`src/rtl/bcd_serial_adder_pkg.sv`:
```
// ---------------------------------------------------------------------------
// bcd_pkg: shared types and constants for the serial BCD adder family.
//   state_t  : controller state (IDLE, RUN, DONE), also exported for debug
//   DIGIT_W  : bits per BCD digit
//   BCD_MAX  : largest legal BCD digit value
//   BCD_BASE : decimal radix, used by the >9 correction
//   is_bcd() : true when a 4-bit digit is a legal BCD digit
// ---------------------------------------------------------------------------
package bcd_pkg;

  typedef enum logic [1:0] {
    IDLE = 2'd0,
    RUN  = 2'd1,
    DONE = 2'd2
  } state_t;

  localparam int         DIGIT_W  = 4;
  localparam logic [3:0] BCD_MAX  = 4'd9;
  localparam logic [3:0] BCD_BASE = 4'd10;

  function automatic logic is_bcd(input logic [3:0] d);
    return (d <= BCD_MAX);
  endfunction

endpackage

```
`src/rtl/bcd_serial_adder_if.sv`:
```
// ---------------------------------------------------------------------------
// bcd_serial_adder_if: operand/result bundle between the operand capture
// logic (master) and the serial BCD adder (slave).
//   start, sub, cin, a, b : request side, driven by the master
//   sum, cout, busy, done, error : result side, driven by the adder
//
// Handshake: the master raises start with a, b, sub, cin valid; the adder
// accepts it on any rising edge where it is not busy (IDLE or DONE). busy is
// high while digits are processed and any start seen then is ignored. done
// pulses for one cycle when sum/cout are valid; sum/cout stay stable until
// the next accepted start. error is valid from the cycle after acceptance.
// ---------------------------------------------------------------------------
interface bcd_serial_adder_if #(
  parameter int DIGITS = 4
);
  logic                  start;
  logic                  sub;
  logic                  cin;
  logic [4*DIGITS-1:0]   a;
  logic [4*DIGITS-1:0]   b;
  logic [4*DIGITS-1:0]   sum;
  logic                  cout;
  logic                  busy;
  logic                  done;
  logic                  error;

  modport master (
    output start, sub, cin, a, b,
    input  sum, cout, busy, done, error
  );

  modport slave (
    input  start, sub, cin, a, b,
    output sum, cout, busy, done, error
  );
endinterface

```
`src/rtl/bcd_serial_adder_digit_add.sv`:
```
// ---------------------------------------------------------------------------
// bcd_digit_add: combinational single-digit BCD add / nine's-complement add.
//   i_x, i_y  : 4-bit BCD digits (i_y is complemented when i_sub=1)
//   i_cin     : decimal carry in
//   i_sub     : 1 = use (9 - i_y) mod 16 in place of i_y
//   o_digit   : corrected BCD result digit
//   o_cout    : decimal carry out (raw sum > 9)
//   o_invalid : either input digit is > 9
// ---------------------------------------------------------------------------
module bcd_digit_add
  import bcd_pkg::*;
(
  input  logic [3:0] i_x,
  input  logic [3:0] i_y,
  input  logic       i_cin,
  input  logic       i_sub,
  output logic [3:0] o_digit,
  output logic       o_cout,
  output logic       o_invalid
);

  logic [3:0] w_yd;
  logic [4:0] w_raw;
  logic [3:0] w_adj;

  // 4-bit subtraction wraps mod 16, which gives the defined result for
  // non-BCD y digits as well.
  assign w_yd  = i_sub ? (BCD_MAX - i_y) : i_y;
  assign w_raw = {1'b0, i_x} + {1'b0, w_yd} + {4'b0000, i_cin};
  // Only the low nibble of (raw - 10) is kept, so the low nibble of raw is
  // enough to compute it.
  assign w_adj = w_raw[3:0] - BCD_BASE;

  assign o_cout    = (w_raw > {1'b0, BCD_MAX});
  assign o_digit   = o_cout ? w_adj : w_raw[3:0];
  assign o_invalid = !is_bcd(i_x) || !is_bcd(i_y);

endmodule

```
`src/rtl/bcd_serial_adder.sv`:
```
// ---------------------------------------------------------------------------
// bcd_serial_adder: multi-digit BCD adder/subtractor, one digit per clock,
// least-significant digit first.
//   clk, rst    : clock, asynchronous active-high reset
//   bus (slave) : start/sub/cin/a/b request, sum/cout/busy/done/error result
//   o_dbg_state : current controller state, for observation only
// Timing: start accepted at edge 0, digit k-1 processed at edge k
// (k = 1..DIGITS), done high in the cycle after edge DIGITS.
// ---------------------------------------------------------------------------
module bcd_serial_adder
  import bcd_pkg::*;
#(
  parameter int DIGITS = 4
) (
  input  logic                 clk,
  input  logic                 rst,
  bcd_serial_adder_if.slave    bus,
  output state_t               o_dbg_state
);

  localparam int W     = DIGIT_W * DIGITS;
  localparam int IDX_W = (DIGITS > 1) ? $clog2(DIGITS) : 1;

  state_t             r_state;
  state_t             w_next;
  logic               w_accept;
  logic               w_last;
  logic               w_op_invalid;

  logic [W-1:0]       r_a;
  logic [W-1:0]       r_b;
  logic [W-1:0]       r_sum;
  logic               r_sub;
  logic               r_carry;
  logic               r_cout;
  logic               r_error;
  logic [IDX_W-1:0]   r_idx;

  logic [3:0]         w_x;
  logic [3:0]         w_y;
  logic [3:0]         w_digit;
  logic               w_carry_out;
  logic               w_digit_invalid;

  // ---------------- controller ----------------
  always_ff @(posedge clk or posedge rst) begin
    if (rst) r_state <= IDLE;
    else     r_state <= w_next;
  end

  always_comb begin
    w_next   = r_state;
    w_accept = 1'b0;
    w_last   = 1'b0;
    case (r_state)
      IDLE: begin
        if (bus.start) begin
          w_next   = RUN;
          w_accept = 1'b1;
        end
      end
      RUN: begin
        if (r_idx == IDX_W'(DIGITS - 1)) begin
          w_last = 1'b1;
          w_next = DONE;
        end
      end
      DONE: begin
        if (bus.start) begin
          w_next   = RUN;
          w_accept = 1'b1;
        end else begin
          w_next = IDLE;
        end
      end
      default: w_next = IDLE;
    endcase
  end

  // Operand check is done on the unlatched inputs so error is valid in the
  // first RUN cycle, before any digit has been processed.
  always_comb begin
    w_op_invalid = 1'b0;
    for (int d = 0; d < DIGITS; d++) begin
      if (!is_bcd(bus.a[d*DIGIT_W +: DIGIT_W]) ||
          !is_bcd(bus.b[d*DIGIT_W +: DIGIT_W])) begin
        w_op_invalid = 1'b1;
      end
    end
  end

  // ---------------- datapath ----------------
  assign w_x = r_a[r_idx*DIGIT_W +: DIGIT_W];
  assign w_y = r_b[r_idx*DIGIT_W +: DIGIT_W];

  bcd_digit_add u_digit_add (
    .i_x       (w_x),
    .i_y       (w_y),
    .i_cin     (r_carry),
    .i_sub     (r_sub),
    .o_digit   (w_digit),
    .o_cout    (w_carry_out),
    .o_invalid (w_digit_invalid)
  );

  always_ff @(posedge clk or posedge rst) begin
    if (rst) begin
      r_a     <= '0;
      r_b     <= '0;
      r_sum   <= '0;
      r_sub   <= 1'b0;
      r_carry <= 1'b0;
      r_cout  <= 1'b0;
      r_error <= 1'b0;
      r_idx   <= '0;
    end else if (w_accept) begin
      r_a     <= bus.a;
      r_b     <= bus.b;
      r_sub   <= bus.sub;
      // Subtraction is a + nines(b) + 1, so the +1 enters as the carry.
      r_carry <= bus.sub ? 1'b1 : bus.cin;
      r_idx   <= '0;
      r_sum   <= '0;
      r_cout  <= 1'b0;
      r_error <= w_op_invalid;
    end else if (r_state == RUN) begin
      r_sum[r_idx*DIGIT_W +: DIGIT_W] <= w_digit;
      r_carry <= w_carry_out;
      // Already set at acceptance for any bad digit; the per-digit flag
      // keeps it sticky should operands ever be loaded another way.
      r_error <= r_error | w_digit_invalid;
      if (w_last) r_cout <= w_carry_out;
      else        r_idx  <= r_idx + IDX_W'(1);
    end
  end

  // ---------------- outputs ----------------
  assign bus.sum    = r_sum;
  assign bus.cout   = r_cout;
  assign bus.busy   = (r_state == RUN);
  assign bus.done   = (r_state == DONE);
  assign bus.error  = r_error;
  assign o_dbg_state = r_state;

endmodule

```
`src/flat_wrapper.sv`:
```
// flat-port wrapper written by rule: the top's interface ports become plain ports
module bcd_serial_adder_flat import bcd_pkg::*;
#(
  parameter int DIGITS = 4
)
  (clk, rst, o_dbg_state, bus_start, bus_sub, bus_cin, bus_a, bus_b, bus_sum, bus_cout, bus_busy, bus_done, bus_error);
  bcd_serial_adder_if #(.DIGITS(DIGITS)) bus_i ();
  input  logic clk;
  input  logic rst;
  output state_t o_dbg_state;
  input wire logic [$bits(bus_i.start)-1:0] bus_start;
  input wire logic [$bits(bus_i.sub)-1:0] bus_sub;
  input wire logic [$bits(bus_i.cin)-1:0] bus_cin;
  input wire logic [$bits(bus_i.a)-1:0] bus_a;
  input wire logic [$bits(bus_i.b)-1:0] bus_b;
  output wire logic [$bits(bus_i.sum)-1:0] bus_sum;
  output wire logic [$bits(bus_i.cout)-1:0] bus_cout;
  output wire logic [$bits(bus_i.busy)-1:0] bus_busy;
  output wire logic [$bits(bus_i.done)-1:0] bus_done;
  output wire logic [$bits(bus_i.error)-1:0] bus_error;
  assign bus_i.start = bus_start;
  assign bus_i.sub = bus_sub;
  assign bus_i.cin = bus_cin;
  assign bus_i.a = bus_a;
  assign bus_i.b = bus_b;
  assign bus_sum = bus_i.sum;
  assign bus_cout = bus_i.cout;
  assign bus_busy = bus_i.busy;
  assign bus_done = bus_i.done;
  assign bus_error = bus_i.error;
  bcd_serial_adder #(.DIGITS(DIGITS)) u_core (.clk(clk), .rst(rst), .bus(bus_i), .o_dbg_state(o_dbg_state));
endmodule
```
`config.mk`:
```
export PLATFORM = sky130hd
export DESIGN_NAME = bcd_serial_adder_flat
export DESIGN_NICKNAME = d
export VERILOG_FILES = /design/src/rtl/bcd_serial_adder_pkg.sv /design/src/rtl/bcd_serial_adder_if.sv /design/src/rtl/bcd_serial_adder_digit_add.sv /design/src/rtl/bcd_serial_adder.sv /design/src/flat_wrapper.sv
export SDC_FILE = /design/constraint.sdc
export NUM_CORES = 1
export LEC_CHECK = 0
export ABC_CLOCK_PERIOD_IN_PS = 4000
export CORE_ASPECT_RATIO = 0.9
export CORE_UTILIZATION = 51
export DETAILED_ROUTE_END_ITERATION = 10
export HOLD_SLACK_MARGIN = 0.12
export PLACE_DENSITY = 0.87
export SLEW_MARGIN = 20
export SYNTH_ARGS = -nofsm -noshare
export SYNTH_HDL_FRONTEND = slang
export SYNTH_SLANG_ARGS = --single-unit
```
`constraint.sdc`:
```
create_clock -name clk -period 4 [get_ports clk]
set_clock_uncertainty 0.15 [all_clocks]
set_input_delay 0.4 -clock clk [delete_from_list [all_inputs] [get_ports clk]]
set_output_delay 0.4 -clock clk [all_outputs]
set_load 0.1 [all_outputs]
```
Yosys cells after proc, flatten, opt, wreduce, memory -nomap -nowiden --
Cells that the tools add are included.
Word-level totals: output and inout port bits 22, input bits 37, register bits after elaboration 56
Operators by class: order comparisons 11, multiplexer cells 28, add/sub/neg operators 6, shifts and indexed selects 4, bitwise gates (word level) 1, reduce and logical (&&, ||, !) cells 22, equal/unequal tests 6
Operators with widths (number):
- <= comparator 4 bit, second input constant | 10
- negator 4 -> 34 bit | 1
- variable shift 4 x 34 -> 16 bit, first input constant | 1
- variable part select 4 x 34 -> 16 bit | 1
- two-way mux 16 bit | 2
- variable part select 16 x 5 -> 4 bit | 2
- two-way mux 1 bit | 17
- bitwise mux 16 bit | 1
- zero test 1 bit | 10
- two-way mux 2 bit | 5
- two-way mux 4 bit | 2
- one-hot mux 2 bit (3 select lines) | 1
- AND reduction 2 bit | 3
- adder 4 x 4 -> 5 bit | 1
- adder 5 x 1 -> 5 bit | 1
- greater-than comparator 5 x 4 -> 1 bit, second input constant | 1
- logical OR 1 bit | 5
- == test 2 bit, second input constant | 2
- != test 2 x 1 -> 1 bit, second input constant | 2
- nonzero test 2 bit | 2
- subtractor 4 bit, first input constant | 1
- subtractor 4 bit, second input constant | 1
- adder 2 x 1 -> 2 bit, second input constant | 1
- == test 2 x 1 -> 1 bit, second input constant | 1
- 4 further kinds | 4

Depth between registers and ports, before layout --
Gate-level depths: netlist of run 1.
word-level depth 11, depth in mapped cells 15, depth with buffers taken out 14

Hierarchy --
A second synthesis of run 1 with hierarchy kept.
Unflattened totals: cells, all modules 289, area, all modules 2874.0 um^2
By module, submodules not included:
- bcd_serial_adder | cells each 250, seq. area each 1401.3 um^2, area each 2576.2 um^2, instances 1
- bcd_digit_add | cells each 39, seq. area each 0.0 um^2, area each 297.8 um^2, instances 1

Worst setup path before layout of run 1 --
Ideal clock, no wire load.
path kind flip-flop to flip-flop, start point register u_core.r_idx[0], end point register u_core.r_sum[13] (netlist: u_core.bus.sum[13]), buffers on the path 0, cell stages (with the launch flop) 14, data arrival time 3.154 ns, path slack 0.601 ns, setup time 0.095 ns, path through dfrtp_1 -> mux4_1 -> xnor2_1 -> fa_1 -> inv_1 -> fa_1 -> xor2_1 -> inv_1 -> ha_1 -> nand2_1 -> o31a_1 -> nand3_1 -> and3_1 -> o31ai_1
Between the ends: word-level cells in the longest chain between the ends 11, elaborated cells on any way between the ends 15, classes of those cells add/sub (5); order compare (1); shift (4); mux (5)
Ends and longest elaborated chain:
- start: declaration | RTL line bcd_serial_adder.sv:37 | logic [IDX_W-1:0] r_idx;
- start signal: assignment | RTL line bcd_serial_adder.sv:133 | else r_idx <= r_idx + IDX_W'(1);
- variable part select 16 x 5 -> 4 bit | RTL line bcd_serial_adder.sv:94 | assign w_y = r_b[r_idx*DIGIT_W +: DIGIT_W];
- subtractor 4 bit | RTL line bcd_serial_adder_digit_add.sv:28 | assign w_yd = i_sub ? (BCD_MAX - i_y) : i_y;
- two-way mux 4 bit | RTL line bcd_serial_adder_digit_add.sv:28
- adder 4 x 4 -> 5 bit | RTL line bcd_serial_adder_digit_add.sv:29 | assign w_raw = {1'b0, i_x} + {1'b0, w_yd} + {4'b0000, i_cin};
- adder 5 x 1 -> 5 bit | RTL line bcd_serial_adder_digit_add.sv:29
- subtractor 4 bit / greater-than comparator 5 x 4 -> 1 bit (equally long branches) | RTL line bcd_serial_adder_digit_add.sv:32, bcd_serial_adder_digit_add.sv:34
- two-way mux 4 bit | RTL line bcd_serial_adder_digit_add.sv:35 | assign o_digit = o_cout ? w_adj : w_raw[3:0];
- variable part select 4 x 34 -> 16 bit | RTL line bcd_serial_adder.sv:127 | r_sum[r_idx*DIGIT_W +: DIGIT_W] <= w_digit;
- bitwise mux 16 bit * | RTL line bcd_serial_adder.sv:127
- two-way mux 16 bit * | RTL line bcd_serial_adder.sv:126 | end else if (r_state == RUN) begin
- two-way mux 16 bit * | RTL line bcd_serial_adder.sv:116 | end else if (w_accept) begin
- end signal: indexed assignment | RTL line bcd_serial_adder.sv:127
- end: declaration | RTL line bcd_serial_adder.sv:32 | logic [W-1:0] r_sum;
Mark *: on every way between the ends. The rest lies on a longest branch, timed or not. The select of a mux whose other input is x is not followed. A chain may end at the register's enable or synchronous reset.

Worst setup path in the final report of run 1 --
start point register u_core.r_idx[0], end point register u_core.r_sum[5] (netlist: u_core.bus.sum[5])
The elaborated chain is that of the path after synthesis.

==> results of run 1 <==
flip-flops by register name, summed over array words and instances, names as in the netlist:
| signal | cells |
|---|---|
| u_core.r_sub | 1 |
| u_core.bus.cout | 1 |
| u_core.o_dbg_state | 2 |
| u_core.bus.error | 1 |
| u_core.r_carry | 1 |
| u_core.r_a | 16 |
| u_core.r_idx | 2 |
| u_core.r_b | 16 |
| u_core.bus.sum | 16 |
final cells by class:
class	instances	area (sq um)
fill	434	1690
sequential	56	1400
multi-input combinational	221	1350
timing repair buffer	63	618
tap	67	83.8
clock buffer	5	68.8
inverter	16	60.1
clock inverter	3	42.5
cells by family (layout without fill, tap and decap cells):
| logic type | count (synthesis) | count (layout) | share of synthesized area [%] |
|---|---|---|---|
| multiplexers | 9 | 9 | 7.35 |
| AND/OR/NAND/NOR | 148 | 148 | 22.3 |
| XOR/XNOR | 4 | 4 | 1.23 |
| buffers and inverters | 26 | 87 | 3.70 |
| AO/OA/AOI/OAI | 49 | 49 | 10.7 |
| adder cells (fa/ha/maj) | 11 | 11 | 5.37 |
| flip-flops | 56 | 56 | 49.3 |
path summary, 6_finish.rpt:
| kind | from | to | slack [ns] | depth (start not counted) |
|---|---|---|---|---|
| setup / recovery | u_core.r_idx[0]$_DFFE_PP0P_ | u_core.bus.sum[5]$_DFFE_PP0P_ | 0.21 | 13 |
| hold / removal | rst | u_core.r_a[9]$_DFFE_PP0P_ | 0.28 | 2 |
| setup reg to reg | u_core.r_idx[0]$_DFFE_PP0P_ | u_core.bus.sum[5]$_DFFE_PP0P_ | 0.21 | 13 |
| hold reg to reg | u_core.r_a[1]$_DFFE_PP0P_ | u_core.r_a[1]$_DFFE_PP0P_ | 0.33 | 2 |
| max in group asynchronous | rst | u_core.r_idx[0]$_DFFE_PP0P_ | 2.61 | 3 |
| min in group clk | u_core.r_a[1]$_DFFE_PP0P_ | u_core.r_a[1]$_DFFE_PP0P_ | 0.33 | 2 |
per-layer routing:
layer | vias up | GRT usage [%]
li1 | 1135 | -
met1 | 1139 | 32.9
met2 | 130 | 40.0
met3 | 23 | 5.50
met4 | 0 | 9.92
met5 | - | 0
Yosys cell counts, drive strengths merged, types with 2 or more instances:
master | n | area (sq um)
ha | 9 | 113
a21oi | 10 | 50.1
o31ai | 6 | 45.0
xnor2 | 3 | 26.3
buf | 2 | 15.0
a21o | 2 | 15.0
nand2b | 2 | 15.0
nand2 | 118 | 443
o21ai | 22 | 110
a22o | 4 | 35.0
mux4 | 8 | 195
inv | 15 | 56.3
dfrtp | 56 | 1400
nor2b | 3 | 18.8
fa | 2 | 40.0
nor2 | 6 | 22.5
o31a | 2 | 17.5
nand4 | 4 | 25.0
clkbuf | 8 | 30.0
and2 | 2 | 15.0
nand3 | 4 | 20.0
through the flow:
stage / util, % / setup WS (ns) / cell area [sq um]
floorplan: - / 0.601 / 2840
global placement: 65.8 / 0.398 / 3500
detailed placement: 65.8 / 0.200 / 3500
CTS: 67.9 / 0.117 / 3610
global route: 68.2 / 0.0304 / 3630
finish: 68.2 / 0.212 / 3630
repair_timing:
item,in CTS,in global routing
endpoints found under the setup margin,0,9
buffers inserted,0,0
gates resized for setup,0,3
==> flow_metrics.env, run 1 <==
export IMPL_rows=25
export IMPL_hold_viol_final=0
export IMPL_period_share_pct=94.7
export IMPL_worst_path_max_delay_cell="mux4_1"
export IMPL_drv_slew=0
export IMPL_drive_above_1_share_pct=8.24
export IMPL_dieHeight_um=72.8
export IMPL_critPathTopFamily="adder cells"
export IMPL_max_freq_mhz=264
export IMPL_synth_enable_flop_cells=0
export IMPL_wl_mm=6.84
export IMPL_tightest_slew_ns=0.974
export IMPL_grt_usage_pct=24.9
export IMPL_worst_hold_slack_ns=0.279
export IMPL_start_kind="flop"
export IMPL_cap_violations=0
export IMPL_cts_tree="yes"
export IMPL_path_clk_slew_ns=0.10
export IMPL_setup_tns_final_ns=0
export IMPL_drc=0
export IMPL_gp_congestion=0.876
export IMPL_final_common_cell="nand2_1"
export IMPL_area_growth_pct=27.7
export IMPL_route_met2_wl_mm=3.20
export IMPL_nets=411
export IMPL_via_per_inst=5.63
export IMPL_worstPathMaxFanout=5
export IMPL_stdcell_count=431
export IMPL_status="finished, final reports clean"
export IMPL_postCtsHoldBufs=0
export IMPL_grt_max_degree=42
export IMPL_avgRoutedWirePerCell_um=15.9
export IMPL_fin_crit_ns=3.79
export IMPL_port_buffers=58
export IMPL_dieArea_sq_mm=0.00587
export IMPL_ys_seq_elements=56
export IMPL_clk_latency_ns=0.32
export IMPL_synth_cells=303
export IMPL_dp_cells=423
export IMPL_syn_num_nets=351
export IMPL_yosys_warnings=0
export IMPL_cp_arrival_ns=3.86
export IMPL_worstSetupPathType="reg -> reg"
export IMPL_cp_required_ns=4.07
export IMPL_hpwl_mm=4.98
export IMPL_wl_met1_mm=2.93
export IMPL_num_vias=2427
export IMPL_ys_async_sr_fraction_pct=100
export IMPL_grt_antenna_before_repair=0
export IMPL_grt_pass1_vias=2295
export IMPL_crit_buf_inv=2
export IMPL_insertedDiodeCount=0
export IMPL_core_sq_mm=0.00532
export IMPL_relSlewSlack_pct=34.8
export IMPL_first_pass_iters=5
export IMPL_grt_ovfl_total=0
export IMPL_drtIter0Drc=258
export IMPL_hp_class="in -> async"
export IMPL_clk_path_buf_depth=2
export IMPL_synthFlopType="dfrtp_1"
export IMPL_end_kind="flop"
export IMPL_path_cells="mux4_1, xnor2_2, fa_1, inv_1, fa_1, xor2_2, inv_1, ha_1, nand2_1, o31a_1, nand3_1, and3_1, o31ai_1"
export IMPL_synth_area_sq_mm=0.00284
export IMPL_ys_seq_area_share_pct=49.3
export IMPL_grt_pass1_wl_mm=10.9
export IMPL_critical_path_max_stage_delay_ns=0.65
export IMPL_top_layer="met4"
export IMPL_final_cell_mix="nand2_1, clkdlybuf4s50_1, dfrtp_1, o21ai_0, inv_1"
export IMPL_avgSynthCellArea_sq_um=9.38
export IMPL_cts_sinks=56
export IMPL_io_pins=59
export IMPL_rsz0062_at_grt="false"
export IMPL_wl_met3_um=502
export IMPL_synth_cell_types=41
export IMPL_ant_nets=0
export IMPL_numCtsBuffers=5
export IMPL_initial_core_util_pct=53.4
export IMPL_setup_violations=0
export IMPL_h_tree_depth=2
export IMPL_dieWidth_um=80.7
export IMPL_cts_root_buf="clkbuf_8"
Power of run 1 is not shown: default switching activity piles up to over one toggle a cycle in this logic, so the estimate is an artifact.
==> inputs of run 2 (changes only) <==
Settings changed: CAP_MARGIN set to 20, CORE_MARGIN set to 5.
==> flow_metrics.env, run 2 (synthesis gave the netlist of run 1 again) <==
export IMPL_status="finished, final reports clean"
export IMPL_stdcell_area_sq_mm=0.00360
export IMPL_rsz0062_at_grt="false"
export IMPL_h_tree_depth=2
export IMPL_grt_ovfl_total=0
export IMPL_ant_nets=0
export IMPL_cts_sinks=56
export IMPL_grt_pass1_vias=2369
export IMPL_grt_antenna_before_repair=0
export IMPL_nets=412
export IMPL_max_freq_mhz=269
export IMPL_io_pins=59
export IMPL_tightest_slew_ns=0.977
export IMPL_path_clk_slew_ns=0.09
export IMPL_post_cts_buffers=0
export IMPL_dieArea_sq_mm=0.00717
export IMPL_grt_usage_pct=20.6
export IMPL_via_per_inst=5.39
export IMPL_cp_arrival_ns=3.77
export IMPL_first_pass_iters=4
export IMPL_relSlewSlack_pct=34.7
export IMPL_fin_crit_ns=3.71
export IMPL_drive_above_1_share_pct=7.42
export IMPL_num_vias=2325
export IMPL_dieHeight_um=80.8
export IMPL_stdcell_count=431
export IMPL_period_share_pct=92.8
export IMPL_postCtsHoldBufs=0
export IMPL_drtIter0Drc=200
export IMPL_drc=0
export IMPL_cap_violations=0
export IMPL_port_buffers=58
export IMPL_gp_congestion=0.870
export IMPL_avgRoutedWirePerCell_um=15.5
export IMPL_dp_cells=424
export IMPL_setup_tns_final_ns=0
export IMPL_clk_latency_ns=0.31
export IMPL_dieWidth_um=88.7
export IMPL_cts_resized=0
export IMPL_cts_tree="yes"
export IMPL_cp_required_ns=4.06
export IMPL_cts_root_buf="clkbuf_8"
export IMPL_final_common_cell="nand2_1"
export IMPL_hp_class="in -> async"
export IMPL_clk_path_buf_depth=2
export IMPL_place_area_sq_mm=0.00351
export IMPL_setup_violations=0
export IMPL_rows=25
export IMPL_drv_slew=0
export IMPL_end_kind="flop"
export IMPL_core_sq_mm=0.00532
export IMPL_hpwl_mm=5.26
export IMPL_worstSetupPathType="reg -> reg"
export IMPL_wl_mm=6.68
export IMPL_insertedDiodeCount=0
export IMPL_grt_pass1_wl_mm=11.4
export IMPL_initial_core_util_pct=53.4
export IMPL_final_cell_mix="nand2_1, clkdlybuf4s50_1, dfrtp_1, o21ai_0, inv_1"
export IMPL_start_kind="flop"
export IMPL_numCtsBuffers=5
export IMPL_area_growth_pct=26.9
export IMPL_worstPathMaxFanout=4
export IMPL_hold_viol_final=0
export IMPL_grt_max_degree=38
==> run 2: final cells by class <==
type | count | area [sq um]
Fill cell | 427 | 1710
Sequential cell | 56 | 1400
Multi-Input combinational cell | 221 | 1340
Timing Repair Buffer | 64 | 626
Clock buffer | 7 | 96.3
Tap cell | 67 | 83.8
Inverter | 16 | 60.1
==> run 2: per-layer routing <==
layer / global-route usage, % / share of wire (%) / vias up
met5: 0 / 0 / -
met4: 6.04 / 1.4 / 0
met3: 3.96 / 6.2 / 11
met2: 33.1 / 48 / 77
met1: 28.6 / 44 / 1105
li1: - / - / 1132
==> run 2: worst paths after layout <==
path / slack [ns] / end / cells past startpoint / start
min in group clk: 0.33 / u_core.r_a[2]$_DFFE_PP0P_ / 2 / u_core.r_a[2]$_DFFE_PP0P_
hold reg to reg: 0.33 / u_core.r_a[2]$_DFFE_PP0P_ / 2 / u_core.r_a[2]$_DFFE_PP0P_
max in group asynchronous: 2.64 / u_core.r_b[3]$_DFFE_PP0P_ / 3 / rst
hold / removal: 0.27 / u_core.bus.cout$_DFFE_PP0P_ / 2 / rst
setup reg to reg: 0.29 / u_core.bus.sum[9]$_DFFE_PP0P_ / 13 / u_core.r_idx[0]$_DFFE_PP0P_
setup / recovery: 0.29 / u_core.bus.sum[9]$_DFFE_PP0P_ / 13 / u_core.r_idx[0]$_DFFE_PP0P_
==> run 2: worst max-delay path: stages (launching register included) <==
cell and delay, ns:
dfrtp_1 0.43, mux4_1 0.61, xnor2_1 0.20, fa_1 0.25, inv_1 0.06, fa_1 0.43, xor2_1 0.26, inv_1 0.09
ha_1 0.23, nand2_1 0.09, o31a_1 0.17, nand3_1 0.11, and3_1 0.27, o31ai_1 0.27
==> run 2: per-stage QoR <==
| stage | worst slack [ns] | util [%] | hold WS (ns) |
|---|---|---|---|
| after CTS | 0.316 | 67.8 | 0.272 |
| after global routing | 0.0434 | 67.8 | 0.300 |
| final | 0.289 | 67.8 | 0.268 |
| after global placement | 0.518 | 66.0 | 0.300 |
| after floorplan | 0.601 | - | 0.287 |
| after detailed placement | 0.335 | 66.0 | 0.313 |
Power of run 2 is left out for the same reason.
